$ cat src/rtl/serial_tx_fifo_pkg.sv
`default_nettype none
// ============================================================================
//  Module   : serial_tx_fifo_pkg
//  Purpose  : Shared definitions for the serial_tx_fifo transmitter: frame
//             FSM encoding and 8N1 frame constants.
//  Ports    : none (package)
//  Revision : 1.0 - initial release
// ============================================================================
package serial_tx_fifo_pkg;

    // Frame sequencer states
    typedef enum logic [1:0] {
        IDLE  = 2'd0,
        START = 2'd1,
        DATA  = 2'd2,
        STOP  = 2'd3
    } tx_state_e;

    localparam int   DATA_BITS = 8;
    localparam logic STOP_LVL  = 1'b1;   // also the idle line level
    localparam logic START_LVL = 1'b0;

endpackage
`default_nettype wire

$ cat src/rtl/serial_tx_fifo_byte_fifo.sv
`default_nettype none
// ============================================================================
//  Module   : byte_fifo
//  Purpose  : Byte-wide synchronous FIFO, first-word-fall-through read.
//  Ports    : clk, rst      - clock, synchronous active-high reset
//             wr_en/wr_data - write strobe and byte (ignored while full)
//             rd_en         - pop the head entry (ignored while empty)
//             rd_data       - head entry, valid whenever empty = 0
//             full, empty   - status from the registered count
//             count         - entries stored (ADDR_W+1 bits)
//  Revision : 1.0 - initial release
// ============================================================================
module byte_fifo #(
    parameter int ADDR_W = 4
) (
    input  logic              clk,
    input  logic              rst,
    input  logic              wr_en,
    input  logic [7:0]        wr_data,
    input  logic              rd_en,
    output logic [7:0]        rd_data,
    output logic              full,
    output logic              empty,
    output logic [ADDR_W:0]   count
);

    localparam int              DEPTH    = 1 << ADDR_W;
    localparam logic [ADDR_W:0] FULL_CNT = {1'b1, {ADDR_W{1'b0}}};

    logic [7:0]        mem_q [DEPTH];
    logic [ADDR_W-1:0] wr_ptr_q, wr_ptr_d;
    logic [ADDR_W-1:0] rd_ptr_q, rd_ptr_d;
    logic [ADDR_W:0]   count_q, count_d;
    logic              wr_ok, rd_ok;

    assign full    = (count_q == FULL_CNT);
    assign empty   = (count_q == '0);
    assign count   = count_q;
    assign rd_data = mem_q[rd_ptr_q];

    // Full blocks a write even when a pop happens on the same edge.
    assign wr_ok = wr_en & ~full;
    assign rd_ok = rd_en & ~empty;

    always_comb begin
        wr_ptr_d = wr_ptr_q;
        rd_ptr_d = rd_ptr_q;
        if (wr_ok) wr_ptr_d = wr_ptr_q + 1'b1;   // wraps modulo depth
        if (rd_ok) rd_ptr_d = rd_ptr_q + 1'b1;
        count_d = count_q + {{ADDR_W{1'b0}}, wr_ok} - {{ADDR_W{1'b0}}, rd_ok};
    end

    always_ff @(posedge clk) begin
        if (rst) begin
            wr_ptr_q <= '0;
            rd_ptr_q <= '0;
            count_q  <= '0;
        end else begin
            wr_ptr_q <= wr_ptr_d;
            rd_ptr_q <= rd_ptr_d;
            count_q  <= count_d;
        end
    end

    // Storage needs no reset; only entries behind the pointers are ever read.
    always_ff @(posedge clk) begin
        if (wr_ok) mem_q[wr_ptr_q] <= wr_data;
    end

endmodule
`default_nettype wire

$ cat src/rtl/serial_tx_fifo.sv
`default_nettype none
// ============================================================================
//  Module   : serial_tx_fifo
//  Purpose  : Buffered 8N1 serial transmitter. Bytes are queued in a FIFO and
//             shifted out LSB first, one start bit and one stop bit per frame.
//  Ports    : clk, rst     - clock, synchronous active-high reset
//             tx_data      - byte to queue
//             new_tx_data  - write strobe, one byte per cycle
//             tx_busy      - FIFO full, writes are dropped
//             block        - host hold-off, checked only at frame start
//             tx           - registered serial line, idle high
//             overflow     - sticky, a write was attempted while full
//             fifo_count   - bytes currently queued
//  Revision : 1.0 - initial release
// ============================================================================
module serial_tx_fifo
    import serial_tx_fifo_pkg::*;
#(
    parameter int CLK_PER_BIT = 100,
    parameter int ADDR_W      = 4
) (
    input  logic              clk,
    input  logic              rst,
    input  logic [7:0]        tx_data,
    input  logic              new_tx_data,
    output logic              tx_busy,
    input  logic              block,
    output logic              tx,
    output logic              overflow,
    output logic [ADDR_W:0]   fifo_count
);

    localparam int               CNT_W      = $clog2(CLK_PER_BIT);
    localparam logic [CNT_W-1:0] CNT_RELOAD = CNT_W'(CLK_PER_BIT - 1);
    localparam logic [2:0]       LAST_BIT   = 3'(DATA_BITS - 1);

    tx_state_e        state_q, state_d;
    logic [CNT_W-1:0] baud_q, baud_d;
    logic [2:0]       bit_idx_q, bit_idx_d;
    logic [7:0]       shift_q, shift_d;
    logic             tx_q, tx_d;
    logic             overflow_q, overflow_d;

    logic             pop;
    logic [7:0]       fifo_rd_data;
    logic             fifo_full;
    logic             fifo_empty;
    logic             baud_done;

    byte_fifo #(
        .ADDR_W (ADDR_W)
    ) u_fifo (
        .clk     (clk),
        .rst     (rst),
        .wr_en   (new_tx_data),
        .wr_data (tx_data),
        .rd_en   (pop),
        .rd_data (fifo_rd_data),
        .full    (fifo_full),
        .empty   (fifo_empty),
        .count   (fifo_count)
    );

    assign tx_busy   = fifo_full;
    assign tx        = tx_q;
    assign overflow  = overflow_q;
    assign baud_done = (baud_q == '0);

    always_comb begin
        state_d    = state_q;
        baud_d     = baud_q;
        bit_idx_d  = bit_idx_q;
        shift_d    = shift_q;
        tx_d       = tx_q;
        pop        = 1'b0;
        overflow_d = overflow_q | (new_tx_data & fifo_full);

        case (state_q)
            IDLE: begin
                tx_d = STOP_LVL;
                if (!fifo_empty && !block) begin
                    pop     = 1'b1;
                    shift_d = fifo_rd_data;
                    tx_d    = START_LVL;
                    baud_d  = CNT_RELOAD;
                    state_d = START;
                end
            end
            START: begin
                if (baud_done) begin
                    tx_d      = shift_q[0];
                    bit_idx_d = '0;
                    baud_d    = CNT_RELOAD;
                    state_d   = DATA;
                end else begin
                    baud_d = baud_q - 1'b1;
                end
            end
            DATA: begin
                if (baud_done) begin
                    baud_d = CNT_RELOAD;
                    if (bit_idx_q == LAST_BIT) begin
                        tx_d    = STOP_LVL;
                        state_d = STOP;
                    end else begin
                        // shift_q[0] is the bit just sent; [1] is next.
                        shift_d   = shift_q >> 1;
                        tx_d      = shift_q[1];
                        bit_idx_d = bit_idx_q + 3'd1;
                    end
                end else begin
                    baud_d = baud_q - 1'b1;
                end
            end
            STOP: begin
                if (baud_done) begin
                    // Chain straight into the next start bit when possible.
                    if (!fifo_empty && !block) begin
                        pop     = 1'b1;
                        shift_d = fifo_rd_data;
                        tx_d    = START_LVL;
                        baud_d  = CNT_RELOAD;
                        state_d = START;
                    end else begin
                        tx_d    = STOP_LVL;
                        state_d = IDLE;
                    end
                end else begin
                    baud_d = baud_q - 1'b1;
                end
            end
            default: begin
                tx_d    = STOP_LVL;
                state_d = IDLE;
            end
        endcase
    end

    always_ff @(posedge clk) begin
        if (rst) begin
            state_q    <= IDLE;
            baud_q     <= '0;
            bit_idx_q  <= '0;
            shift_q    <= '0;
            tx_q       <= STOP_LVL;
            overflow_q <= 1'b0;
        end else begin
            state_q    <= state_d;
            baud_q     <= baud_d;
            bit_idx_q  <= bit_idx_d;
            shift_q    <= shift_d;
            tx_q       <= tx_d;
            overflow_q <= overflow_d;
        end
    end

endmodule
`default_nettype wire

$ cat config.mk
export PLATFORM = sky130hd
export DESIGN_NAME = serial_tx_fifo
export DESIGN_NICKNAME = d
export VERILOG_FILES = /design/src/rtl/serial_tx_fifo_pkg.sv /design/src/rtl/serial_tx_fifo_byte_fifo.sv /design/src/rtl/serial_tx_fifo.sv
export SDC_FILE = /design/constraint.sdc
export NUM_CORES = 1
export LEC_CHECK = 0
export BUFFER_PORTS_ARGS = -buffer_cell sky130_fd_sc_hd__buf_2
export CAP_MARGIN = 40
export CORE_UTILIZATION = 38
export DETAILED_ROUTE_END_ITERATION = 6
export PLACE_DENSITY_LB_ADDON = 0.15
export SETUP_SLACK_MARGIN = 0.3
export SLEW_MARGIN = 20
export SYNTH_ARGS = -nofsm -noshare
export SYNTH_HDL_FRONTEND = slang
export SYNTH_SLANG_ARGS = --single-unit
$ cat constraint.sdc
create_clock -name clk -period 4.1 [get_ports clk]
set_input_delay 1.23 -clock clk [delete_from_list [all_inputs] [get_ports clk]]
set_output_delay 1.23 -clock clk [all_outputs]
set_load 0.02 [all_outputs]
==> flow_summary.yaml <==
cts:
  insertion_delay_ns: 0.44
  hold_buffers: 0
  clk_pin_slew_ns: 0.07
  cts_buffers: 17
  root_buffer: "clkbuf_16"
  h-tree-depth: 4
  clock-sinks: 167
  cts_tree: "built"
  post_cts_buffers: 0
  cts_resized: 0
  clockBufferDepth: 2
synthesis:
  ys_types: 58
  synth-xor-area-share: 0.0135
  synth_async_sr_flop_share: 0
  synth_common_cells: "edfxtp_1, nor2_1, dfxtp_1"
  synth_most_common_cell: "edfxtp_1"
  synth-main-ff-cell: "edfxtp_1"
  yosys.area.top_type: "edfxtp_1"
  synth_edf_count: 128
  synth_compound_area_frac: 0.0682
  synth_top_family_by_area: "multiplexers"
  syn-num-nets: 488
  synth_top_area_share: 0.538
  synth.ff_latch_count: 167
  syn_inst: 456
  syn_area_mm2: 0.00714
  synthAdderAreaFrac: 0.0361
  syn_area_per_cell_um2: 15.7
  synth.area.top_cells: "edfxtp_1, dfxtp_1, mux4_1"
  seq_area_frac_synth: 0.648
  yosys_warnings: 0
  synthSimpleGateAreaFrac: 0.0769
  muxShareOfSynthArea: 0.121
drt:
  drc: 0
  totalWireLength_um: 14200
  vias_per_cell: 5.36
  via_count: 3888
  drt_pass1_iterations: 6
  drtIter0Drc: 272
  ant_nets: 0
  routedWlPerCell_um: 19.5
placed_design:
  preCtsSetupSlack_ns: 0.605
  dpl_cell_area_mm2: 0.00743
  port-buffer-count: 19
  place_inst: 693
  gp_congestion: 0.806
  place_hpwl_um: 9350
sta:
  fin_tns_setup_ns: 0
  setup_violations: 0
  rsz0062_at_grt: "false"
  timing.final.hold_violations: 0
  fin_crit_sh: 0.740
  drv_slew: 0
  clock_skew_ns: 0.0197
  fmaxAchievable_mhz: 330
  post-route-min-period_ns: 3.03
  tightest_slew_ns: 0.809
  worst_slack_ns: 1.07
  relSlewSlack: 0.459
power_and_ir_drop:
  p_leak_nw: 2.73
  power.density_mw_per_mm2: 614
  ir_drop_v: 0.000345
setup_path:
  path_buf_inv: 2
  startpoint: "block"
  crit_top_cell: "nor2_1"
  crit_path_max_fanout: 9
  rrSetupSlack_ns: 1.14
  critPathTopFamily: "simple AND/OR/NAND/NOR gates"
  crit_slowest_cell: "fa_1"
  startpoint_type: "input port"
  worstPathArrival_ns: 3.33
  crit_type: "in2reg"
  r2r-end: "u_fifo.count[4]"
  cp_slowest_stage_delay_ns: 0.41
  r2r_cells: 14
  worstReg2RegStart: "u_fifo.count[2]"
  path_cells: "buf_2 -> or2_1 -> nor3_2 -> ha_1 -> inv_1 -> ha_1 -> fa_1 -> a21oi_1 -> nor2_1 -> nor2_1 -> xnor2_1 -> nor2_1"
  end_kind: "flip-flop"
  required_ns: 4.40
floorplanning:
  die_area_mm2: 0.0193
  io_pins: 20
  fp.coreArea_mm2: 0.0182
  die-height_um: 139
  fp-row-count: 49
  chipWidth_um: 139
  initial_core_util: 0.392
global_routing:
  first_global_vias: 3847
  grt.overflow.total: 0
  grt_use_total: 0.155
  grt_max_degree: 40
  grt_pass1_wl_um: 22000
  grt_antenna_before_repair: 0
cells_and_area:
  antenna-diode-count: 0
  nNetsFinal: 516
  utilization: 0.441
  drive_gt1_frac: 0.175
  stdcell_count: 726
  postLayoutCellArea_mm2: 0.00804
  seqCellArea_mm2: 0.00463
  syn2layout_area_growth_pct: 12.6
  multi_input_area_mm2: 0.00225
  nFillCells: 1613
worst_hold_path:
  whs_path_depth: 2
  min_to: "overflow"
  hp-class: "reg2reg"
  hold_start: "overflow"
outcome:
  status: "complete, no violations"
flow_run:
  max_cap_viol_count: 0
[worst max-delay path by stage]
stage                           end  slack (ns)  cells after the start
global route        u_fifo.count[4]        0.91                     14
CTS                 u_fifo.count[4]        1.06                     12
finish              u_fifo.count[4]        1.07                     12
global placement    u_fifo.count[4]        0.62                     12
detailed placement  u_fifo.count[4]        0.61                     12
floorplan           u_fifo.count[4]        0.92                     12
[per-stage QoR]
stage / power [mW] / hold WS, ns
5_1_grt: 5.21 / 0.502
2_1_floorplan: 3.13 / 0.452
6_report: 4.93 / 0.469
4_1_cts: 4.98 / 0.478
3_3_place_gp: 3.38 / 0.451
3_5_place_dp: 3.39 / 0.460
[worst register-to-register path, stage by stage (launching register included)]
cell and delay, ns:
dfxtp_1 0.37, inv_1 0.08, ha_1 0.21, nor4b_2 0.17, or2_1 0.35, nor3_2 0.34
ha_1 0.17, inv_1 0.04, ha_1 0.20, fa_1 0.41, a21oi_1 0.16, nor2_1 0.05
nor2_1 0.11, xnor2_1 0.12, nor2_1 0.05
[power by group]
part           leakage, nW  internal [mW]  switching [mW]
clock                0.291          0.825           0.767
combinational        0.967          0.526           0.698
sequential            1.48           1.97           0.148
total                 2.73           3.32            1.61
[final cells by class]
type / instances / share of cell area
clock inverter: 15 / 0.0221
timing repair buffer: 33 / 0.0265
multi-input combinational: 250 / 0.280
sequential: 167 / 0.576
clock buffer: 17 / 0.0529
tap: 229 / 0.0356
inverter: 15 / 0.00700
[flip-flops by register name (all words and copies together), names as in the netlist, named ones only]
register / count
baud_q: 7
shift_q: 8
bit_idx_q: 3
u_fifo.wr_ptr_q: 4
u_fifo.count: 5
u_fifo.rd_ptr_q: 4
u_fifo.mem_q: 128
overflow: 1
tx: 1
state_q: 2
[routing by layer]
metal | vias to the layer above | GRT usage | wire (um)
li1 | 1839 | - | -
met1 | 1972 | 0.206 | 6420
met2 | 63 | 0.249 | 6920
met3 | 14 | 0.0376 | 623
met4 | 0 | 0.0561 | 216
met5 | - | 0 | 0
[placed cells by master (no fill, tap or decap), types with 3 or more instances in the layout]
| master | n |
|---|---|
| a22oi_1 | 14 |
| a211oi_1 | 12 |
| o21ai_0 | 8 |
| clkbuf_16 | 17 |
| dfxtp_1 | 37 |
| inv_8 | 4 |
| clkinv_8 | 5 |
| buf_2 | 19 |
| inv_6 | 4 |
| nand2_1 | 10 |
| xor2_1 | 4 |
| nor2_1 | 50 |
| a31oi_1 | 3 |
| mux2i_1 | 10 |
| nor3_1 | 17 |
| nand3_1 | 4 |
| inv_1 | 15 |
| buf_4 | 13 |
| or3_1 | 3 |
| ha_1 | 19 |
| mux4_1 | 20 |
| nor2b_1 | 6 |
| edfxtp_1 | 128 |
| mux4_2 | 10 |
| a21oi_1 | 19 |
| xnor2_1 | 7 |
[cell families (layout without fill, tap and decap cells)]
group | Yosys count | after routing
flops | 167 | 167
simple gates | 107 | 107
compound gates | 71 | 71
mux | 41 | 41
buf+inv | 39 | 80
fa+ha+maj | 20 | 20
xor+xnor | 11 | 11
Power figures use the tool's default switching activity.
